### src/rtl/mac_operand_sequencer.sv
// mac_operand_sequencer
// Upstream feeder for the MAC pipeline of the matrix-multiply datapath.
// It collects one row of A and one column of B (FP64 elements, K of each),
// then plays them back as ordered (TA,TB) pairs. Each pair is framed with
// first/last markers so the accumulator can delimit one dot product per job.
// Any accepted operand with an all-ones exponent (NaN/Inf) raises a sticky
// per-job flag. Operand bits are passed through untouched.
//
// Ports
//   clk, rst_n              clock, synchronous active-low reset
//   start, cfg_len          job request and vector length K (sampled in IDLE)
//   a_valid/a_data/a_ready  A element input stream
//   b_valid/b_data/b_ready  B element input stream
//   TA_out, TB_out          operand pair to the MAC
//   pair_valid/pair_ready   pair handshake
//   pair_first, pair_last   pair is index 0 / index K-1
//   busy                    a job is in progress
//   done                    one-cycle pulse at job completion
//   err_len                 one-cycle pulse when a start carries a bad length
//   special_flag            sticky: some accepted operand is NaN/Inf
module mac_operand_sequencer #(
  parameter int DATA_W = 64,
  parameter int DEPTH  = 16,
  parameter int K_W    = $clog2(DEPTH + 1)
) (
  input  logic              clk,
  input  logic              rst_n,
  input  logic              start,
  input  logic [K_W-1:0]    cfg_len,
  input  logic              a_valid,
  input  logic [DATA_W-1:0] a_data,
  output logic              a_ready,
  input  logic              b_valid,
  input  logic [DATA_W-1:0] b_data,
  output logic              b_ready,
  output logic [DATA_W-1:0] TA_out,
  output logic [DATA_W-1:0] TB_out,
  output logic              pair_valid,
  input  logic              pair_ready,
  output logic              pair_first,
  output logic              pair_last,
  output logic              busy,
  output logic              done,
  output logic              err_len,
  output logic              special_flag
);

  localparam int A_W = (DEPTH > 1) ? $clog2(DEPTH) : 1;

  typedef enum logic [1:0] {IDLE, LOAD, STREAM, FINISH} state_t;

  state_t state, state_nxt;

  logic [K_W-1:0]    len, a_cnt, b_cnt, idx;
  logic [K_W-1:0]    a_cnt_nxt, b_cnt_nxt, idx_nxt;
  logic [DATA_W-1:0] a_mem [DEPTH];
  logic [DATA_W-1:0] b_mem [DEPTH];
  logic [A_W-1:0]    rd_idx;
  logic [DATA_W-1:0] a_rd, b_rd;
  logic              len_ok, a_hs, b_hs, pair_hs, a_special, b_special;

  assign len_ok    = (cfg_len != '0) && (cfg_len <= K_W'(DEPTH));
  assign a_ready   = (state == LOAD) && (a_cnt < len);
  assign b_ready   = (state == LOAD) && (b_cnt < len);
  assign a_hs      = a_valid && a_ready;
  assign b_hs      = b_valid && b_ready;
  assign pair_hs   = pair_valid && pair_ready;
  assign a_cnt_nxt = a_cnt + (a_hs ? K_W'(1) : K_W'(0));
  assign b_cnt_nxt = b_cnt + (b_hs ? K_W'(1) : K_W'(0));
  assign idx_nxt   = idx + K_W'(1);
  assign a_special = (a_data[DATA_W-2 -: 11] == 11'h7FF);
  assign b_special = (b_data[DATA_W-2 -: 11] == 11'h7FF);

  // The pair registers load element 0 on the same edge that may write it
  // (e.g. K=1), so the write data is forwarded around the buffer.
  assign rd_idx = (state == STREAM) ? idx_nxt[A_W-1:0] : '0;
  assign a_rd   = (a_hs && (a_cnt[A_W-1:0] == rd_idx)) ? a_data : a_mem[rd_idx];
  assign b_rd   = (b_hs && (b_cnt[A_W-1:0] == rd_idx)) ? b_data : b_mem[rd_idx];

  always_ff @(posedge clk) begin
    if (!rst_n) state <= IDLE;
    else        state <= state_nxt;
  end

  always_comb begin
    state_nxt = state;
    busy      = 1'b1;
    done      = 1'b0;
    case (state)
      IDLE: begin
        busy = 1'b0;
        if (start && len_ok) state_nxt = LOAD;
      end
      LOAD: begin
        if ((a_cnt_nxt == len) && (b_cnt_nxt == len)) state_nxt = STREAM;
      end
      STREAM: begin
        if (pair_hs && pair_last) state_nxt = FINISH;
      end
      FINISH: begin
        done      = 1'b1;
        state_nxt = IDLE;
      end
      default: state_nxt = IDLE;
    endcase
  end

  // Operand buffers are plain storage; their contents are meaningless
  // until written during LOAD, so they carry no reset.
  always_ff @(posedge clk) begin
    if (a_hs) a_mem[a_cnt[A_W-1:0]] <= a_data;
    if (b_hs) b_mem[b_cnt[A_W-1:0]] <= b_data;
  end

  always_ff @(posedge clk) begin
    if (!rst_n) begin
      len          <= '0;
      a_cnt        <= '0;
      b_cnt        <= '0;
      idx          <= '0;
      TA_out       <= '0;
      TB_out       <= '0;
      pair_valid   <= 1'b0;
      pair_first   <= 1'b0;
      pair_last    <= 1'b0;
      special_flag <= 1'b0;
      err_len      <= 1'b0;
    end else begin
      err_len <= (state == IDLE) && start && !len_ok;
      case (state)
        IDLE: begin
          if (start && len_ok) begin
            len          <= cfg_len;
            a_cnt        <= '0;
            b_cnt        <= '0;
            idx          <= '0;
            special_flag <= 1'b0;
          end
        end
        LOAD: begin
          a_cnt <= a_cnt_nxt;
          b_cnt <= b_cnt_nxt;
          if ((a_hs && a_special) || (b_hs && b_special)) special_flag <= 1'b1;
          if (state_nxt == STREAM) begin
            TA_out     <= a_rd;
            TB_out     <= b_rd;
            pair_valid <= 1'b1;
            pair_first <= 1'b1;
            pair_last  <= (len == K_W'(1));
            idx        <= '0;
          end
        end
        STREAM: begin
          if (pair_hs) begin
            if (pair_last) begin
              pair_valid <= 1'b0;
            end else begin
              idx        <= idx_nxt;
              TA_out     <= a_rd;
              TB_out     <= b_rd;
              pair_first <= 1'b0;
              pair_last  <= (idx_nxt == len - K_W'(1));
            end
          end
        end
        default: ;
      endcase
    end
  end

endmodule

### config.mk
export PLATFORM = sky130hd
export DESIGN_NAME = mac_operand_sequencer
export DESIGN_NICKNAME = d
export VERILOG_FILES = /design/src/rtl/mac_operand_sequencer.sv
export SDC_FILE = /design/constraint.sdc
export NUM_CORES = 2
export LEC_CHECK = 0
export ABC_AREA = 1
export BUFFER_PORTS_ARGS = -buffer_cell sky130_fd_sc_hd__buf_2
export CAP_MARGIN = 30
export CORE_MARGIN = 1.5
export CORE_UTILIZATION = 45
export DETAILED_ROUTE_END_ITERATION = 8
export SLEW_MARGIN = 5
export SYNTH_ARGS = -nofsm -noshare
export SYNTH_HDL_FRONTEND = slang
export SYNTH_SLANG_ARGS = --single-unit
### constraint.sdc
create_clock -name clk -period 14.65 [get_ports clk]
set_clock_uncertainty 0.05 [all_clocks]
set_input_delay 2.1975 -clock clk [delete_from_list [all_inputs] [get_ports clk]]
set_output_delay 2.1975 -clock clk [all_outputs]
set_load 0.1 [all_outputs]
* Word level (Yosys, flattened, before mapping)
Memory sizes are Yosys's and may differ from the RTL's.
Cells that the tools add are included.
** Cells by class
- Shift operators :: 0
- Reduce and logical (&&, ||, !) cells :: 29
- $mul :: 0
- Bitwise operators :: 0
- Add/subtract/negate cells :: 4
- Mux-type cells :: 44
- Div/mod/pow operators :: 0
- Equality and inequality tests :: 18
- Magnitude comparators :: 3
** Operator list (number)
- 64-bit two-way mux :: 8
- 64-bit case mux with 2 select lines :: 2
- 11-bit == test (second input constant) :: 2
- 5-bit two-way mux :: 4
- 5-bit case mux with 2 select lines :: 2
- 1-bit two-way mux :: 18
- 5-bit == test :: 3
- 1-bit logical AND :: 15
- 5-bit case mux with 3 select lines :: 1
- 5-bit by 1-bit adder with 5-bit output :: 2
- 5-bit less-than comparator :: 2
- 4-bit == test :: 2
- 2-bit != test (second input constant) :: 4
- 1-bit case mux with 2 select lines :: 4
- 2-bit case mux with 4 select lines :: 1
- 4-bit AND reduction :: 2
- 2-bit == test (second input constant) :: 3
- 2-bit two-way mux :: 3
- 3-bit AND reduction :: 2
- 5-bit by 1-bit adder with 5-bit output (second input constant) :: 1
- 5-bit by 1-bit == test with 1-bit output (second input constant) :: 1
- 5-bit <= comparator (second input constant) :: 1
- 5-bit AND reduction :: 1
- 5-bit nonzero test :: 1
- other kinds (10) :: 13
** Word-level totals
- Flip-flop bits (word level) :: 155
- ROM bits :: 0
- Bits in writable memories :: 2048
- Bits of input ports :: 139
- Output and inout port bits :: 137
- Memories kept :: 2
- Bits in latches :: 0
** Memory list
- a_mem :: depth 16, width 64, read ports 1, clocked after memory_dff 0, wr ports 1, RTL line 56 : logic [DATA_W-1:0] a_mem [DEPTH];
- b_mem :: depth 16, width 64, read ports 1, clocked after memory_dff 0, wr ports 1, RTL line 57 : logic [DATA_W-1:0] b_mem [DEPTH];

* Depth between registers and ports, before layout
- Word-level depth :: 12
- Gate-level depth with buffers :: 28
- Gate-level depth less buffers :: 27

* Least setup slack after synthesis
No wires, ideal clock.
- Path type :: input to register
- Start point :: input port a_valid
- End point :: memory a_mem[0][0], enable pin
- Data arrival time :: 5.387 ns
- Library setup time :: 0.487 ns
- Stages :: 4
- Setup slack :: 8.726 ns
- Cells stage by stage :: inv_1 -> nor2_1 -> nand3_1 -> nor2_1
** On the way
- Longest elaborated chain between the ends :: 3
** Ends and longest elaborated chain
- from (decl) :: RTL line 30 : input logic a_valid,
- 1-bit logical AND :: RTL line 65 : assign a_hs = a_valid && a_ready;
- 1-bit two-way mux :: RTL line 111 : if (a_hs) a_mem[a_cnt[A_W-1:0]] <= a_data;
- 1-bit two-way mux (implied by the code) :: RTL line 111
- to (decl) :: RTL line 56
Every way passes these cells.

* Final worst setup path
- Start point :: input port a_valid
- End point :: register TB_out[61]
** On the way
- Longest elaborated chain between the ends :: 10
** Ends and longest elaborated chain
- 1-bit logical AND :: RTL line 65
- 1-bit two-way mux :: RTL line 68 : assign a_cnt_nxt = a_cnt + (a_hs ? K_W'(1) : K_W'(0));
- 5-bit by 1-bit adder with 5-bit output :: RTL line 68
- 5-bit == test :: RTL line 95 : if ((a_cnt_nxt == len) && (b_cnt_nxt == len)) state_nxt = STREAM;
- 1-bit logical AND :: RTL line 95
- 2-bit two-way mux :: RTL line 95
- 2-bit case mux with 4 select lines :: RTL line 89 : case (state)
- 2-bit == test :: RTL line 144 : if (state_nxt == STREAM) begin
- 2-bit by 1-bit != test with 1-bit output (no line)
- 4-bit AND reduction (no line)
- to (signal assigned) :: RTL line 146 : TB_out <= b_rd;
- to (signal assigned) :: RTL line 160 : TB_out <= b_rd;
- to (decl) :: RTL line 37 : output logic [DATA_W-1:0] TB_out,
Every way passes these cells.
A chain may end at the register's enable or synchronous reset.

==> results.md <==
- Status: finished, final reports clean
- Final setup violation count: 0
- Post-cts sizing count: 0
- Per-cell routed wire length: 25.9 microns
- TritonCTS clock tree: yes
- Critical Path Sink Type: flop
- Synth area leaders: edfxtp_1 (71%), o21ai_0 (5.3%), nor2_1 (4.8%)
- Top FF cell, synth: edfxtp_1
- Net Switching: 2.85 mW
- Num CTS Buffers: around 220
- Maxcap violations: 0
- Final setup TNS: 0 ns
- # IOs: ~280
- Power, Total: 13.1 mW
- Async SR Flop Fraction: 0%
- Register area share after synthesis: 74.2%
- Peak fanout along the critical path: 44
- Core ar.: between 0.15 and 0.2 sq mm
- Unrepaired setup endpoints after global routing: no
- Worst min path class: reg -> reg
- Initial antenna violation count: 46
- Via count: 57600
- DRC viols: 0
- Remaining Overflow, GRT: 0
- Arr. time, crit path: roughly 7.0 ns
- Mapped Cells: between 6000 and 7000
- Number of global-route vias before repair: 55100
- Die Outline Area: 0.196 sq mm
- Slew HR: 27.3%
- Syn Std Cell Area: 0.0871 sq mm
- Crit path max-delay family: simple AND/OR/NAND/NOR gates
- Non-Filler Instances: 9727
- Commonest non-fill, non-tap cells in the layout: edfxtp_1 (2048), nor2_1 (1071), o21ai_0 (924)
- Hold Vio Cnt, Final: 0
- Largest net degree at the start of global routing: 193
- Wirelength, routed: about 250000 microns
- Placed instance count: a little over 9000
- Number of synthesized register bits: 2203
- Final period utilization: 43.0%
- Synth Warn #: 0
- Register share of total power: between 50% and 60%
- Hold_buf cts: 0
- Sw frac: about 22%
- Clock sinks: 2203
- Die Y-Extent: about 440 microns
- PortBufs: 275
- Nets: 7143
- Hpwl dp: between 100000 and 150000 microns
- CTS clock-pin slew for the worst setup and hold paths: 0.06 ns
- Post-synth EDFFs: approximately 2000
- Worst path bufs/invs: 6
- Syn Nets: 7027
- Area growth from synthesis to final layout: 13.3%
- Clk pwr share: 43.2%
- Worst setup SP type: input pin
- GRT Total Usage: 25.2%
- Bufs on Longest Clock Path: 3
- Fmax: 0.159 GHz
- P per Cell Area: ~130 mW/mm^2
- Synth area leader: edfxtp_1
- Slowest Stage Delay on Critical Path: 0.56 ns
- CTS Root Cell: clkbuf_16
- Comb power frac: 3.8%
- Share of cells above drive strength 1: a little over a tenth
- Placer Congestion: 0.844
- Critical path required time: 15.32 ns
- Area share of the largest cell type after synthesis: 70.6%
- Avg Inst Size Synth: about 13 sq um
- Multi-input logic area: around 0.02 sq mm
- Final design utilization: roughly half
- Slowest stage cell, crit path: buf_4
- Antenna-violating nets left: 0
- Fill cell count: between 15000 and 20000
- Cell-internal power: 10.2 mW
- H-tree depth: 4
- Row Count: 161
- # Post-CTS Setup Buffers: 0
- Most frequent CP cell: nand2_1
- Register area: 0.0646 sq mm
- Pin slew with the least headroom to its limit: 1.09 ns
- First-pass GRT wire length: 369000 microns
- Critical path type: in -> reg
- Die W: 443 microns
- Worst vdd ir: 0.104 mV
- Initial DRC count: roughly 6300
- Fin. max-slew vios: 0
- CP Cell Sequence: buf_2 > inv_1 > nor2_1 > ha_1 > ha_1 > inv_1 > o21ai_1 > nand2_1 > xor2_1 > nor2_1 > nand2_1 > nand2_1 > nand2_1 > nand2_1 > nand3_1 > nand2_4 > nand2_4 > buf_4 > buf_16 > buf_4 > nand2_1 > nand2_1 > nor2_1
- Most common cell after layout, fill and taps aside: edfxtp_1
- Vias per cell: 5.92
- Count of cell types in the netlist: 35
- Standby leakage power: 32.2 nW
- Worst-Skew Late Latency: 0.88 ns
- Initial core utilization: 45.3%
- Min Clock Period, post-route: roughly 6.3 ns
- Drt pass-1 iters: 5
[worst register-to-register path, cell delays in order, from the launching register on]
cell	delay [ns]
dfxtp_1	0.35
inv_1	0.12
ha_1	0.73
inv_2	0.18
nor2_4	0.53
buf_4	0.68
buf_4	0.81
buf_4	0.84
buf_4	0.73
o22ai_1	0.14
a22oi_1	0.19
o21ai_0	0.10
o21ai_1	0.15
nand2_1	0.06
nand2_1	0.25
nand3_1	0.12
a21oi_1	0.16
[registers in the layout, summed over array words and instances (netlist names)]
signal and count:
b_cnt 5, idx 5, TA_out 64, len 5, pair_first 1, err_len 1, a_mem 1024, pair_valid 1
pair_last 1, state 2, b_mem 1024, a_cnt 5, special_flag 1, TB_out 64
[per-stage QoR]
stage / hold WS [ns] / instance area (sq um) / worst slack [ns]
floorplan: 0.408 / 87100 / 8.73
global placement: 0.398 / 90700 / 7.40
detailed placement: 0.400 / 91100 / 7.50
CTS: 0.410 / 98400 / 8.37
global route: 0.419 / 98600 / 7.88
finish: 0.407 / 98600 / 8.35
[kinds of logic (layout without fill, tap and decap cells)]
logic type      count (synthesis)  count (layout)  share of synthesized area, %
flops                        2203            2203                          74.2
compound gates               2032            2032                          13.6
simple gates                 1997            1997                          8.93
buf+inv                       602             916                          2.81
fa+ha+maj                      19              19                         0.273
xor+xnor                       16              16                         0.161
other cells                     0              18                             0
[layer usage]
metal  GRT usage [%]  wire length (microns)  up-vias
met5               0                    186        -
met2            39.8                 118000     2262
met4            7.58                   6600       26
li1                -                      -    25800
met1            35.6                 108000    29100
met3            4.54                  19700      377
[synth_stat cells (all sizes together) (8+ instances only)]
cell type  number
inv            92
o21ai        1023
ha             19
buf           147
a211oi         12
nand4          10
nand3         177
nor3            8
nor2         1105
a31oi          32
o22ai         295
o211ai        228
nand2         693
edfxtp       2048
a22oi          98
dfxtp         155
clkbuf        363
o221ai        110
xor2           15
a21oi         228
[power groups by stage]
stage | Sequential, mW | Combinational [mW] | Clock [mW]
2_1_floorplan | 7.09 | 0.241 | 0
5_1_grt | 6.94 | 0.542 | 5.97
6_report | 6.94 | 0.500 | 5.65
3_3_place_gp | 7.07 | 0.487 | 0
4_1_cts | 6.94 | 0.498 | 5.73
3_5_place_dp | 7.08 | 0.497 | 0
[cell type report]
cell class | count | area share, %
Sequential cell | 2203 | 65.5
Clock inverter | 131 | 1.43
Multi-Input combinational cell | 4064 | 20.6
Inverter | 92 | 0.378
Clock buffer | 290 | 5.97
Antenna cell | 18 | 0.0457
Tap cell | 2526 | 3.21
Timing Repair Buffer | 403 | 2.83
[path summary, 6_finish.rpt]
check | from | slack (ns) | cells after the start | endpoint
min reg2reg | TB_out[20] | 0.41 | 2 | TB_out[20]
max | a_valid | 8.35 | 23 | TB_out[61]
max reg2reg | state[0] | 8.37 | 16 | TB_out[38]
min | TB_out[20] | 0.41 | 2 | TB_out[20]
Power figures use the tool's default switching activity.
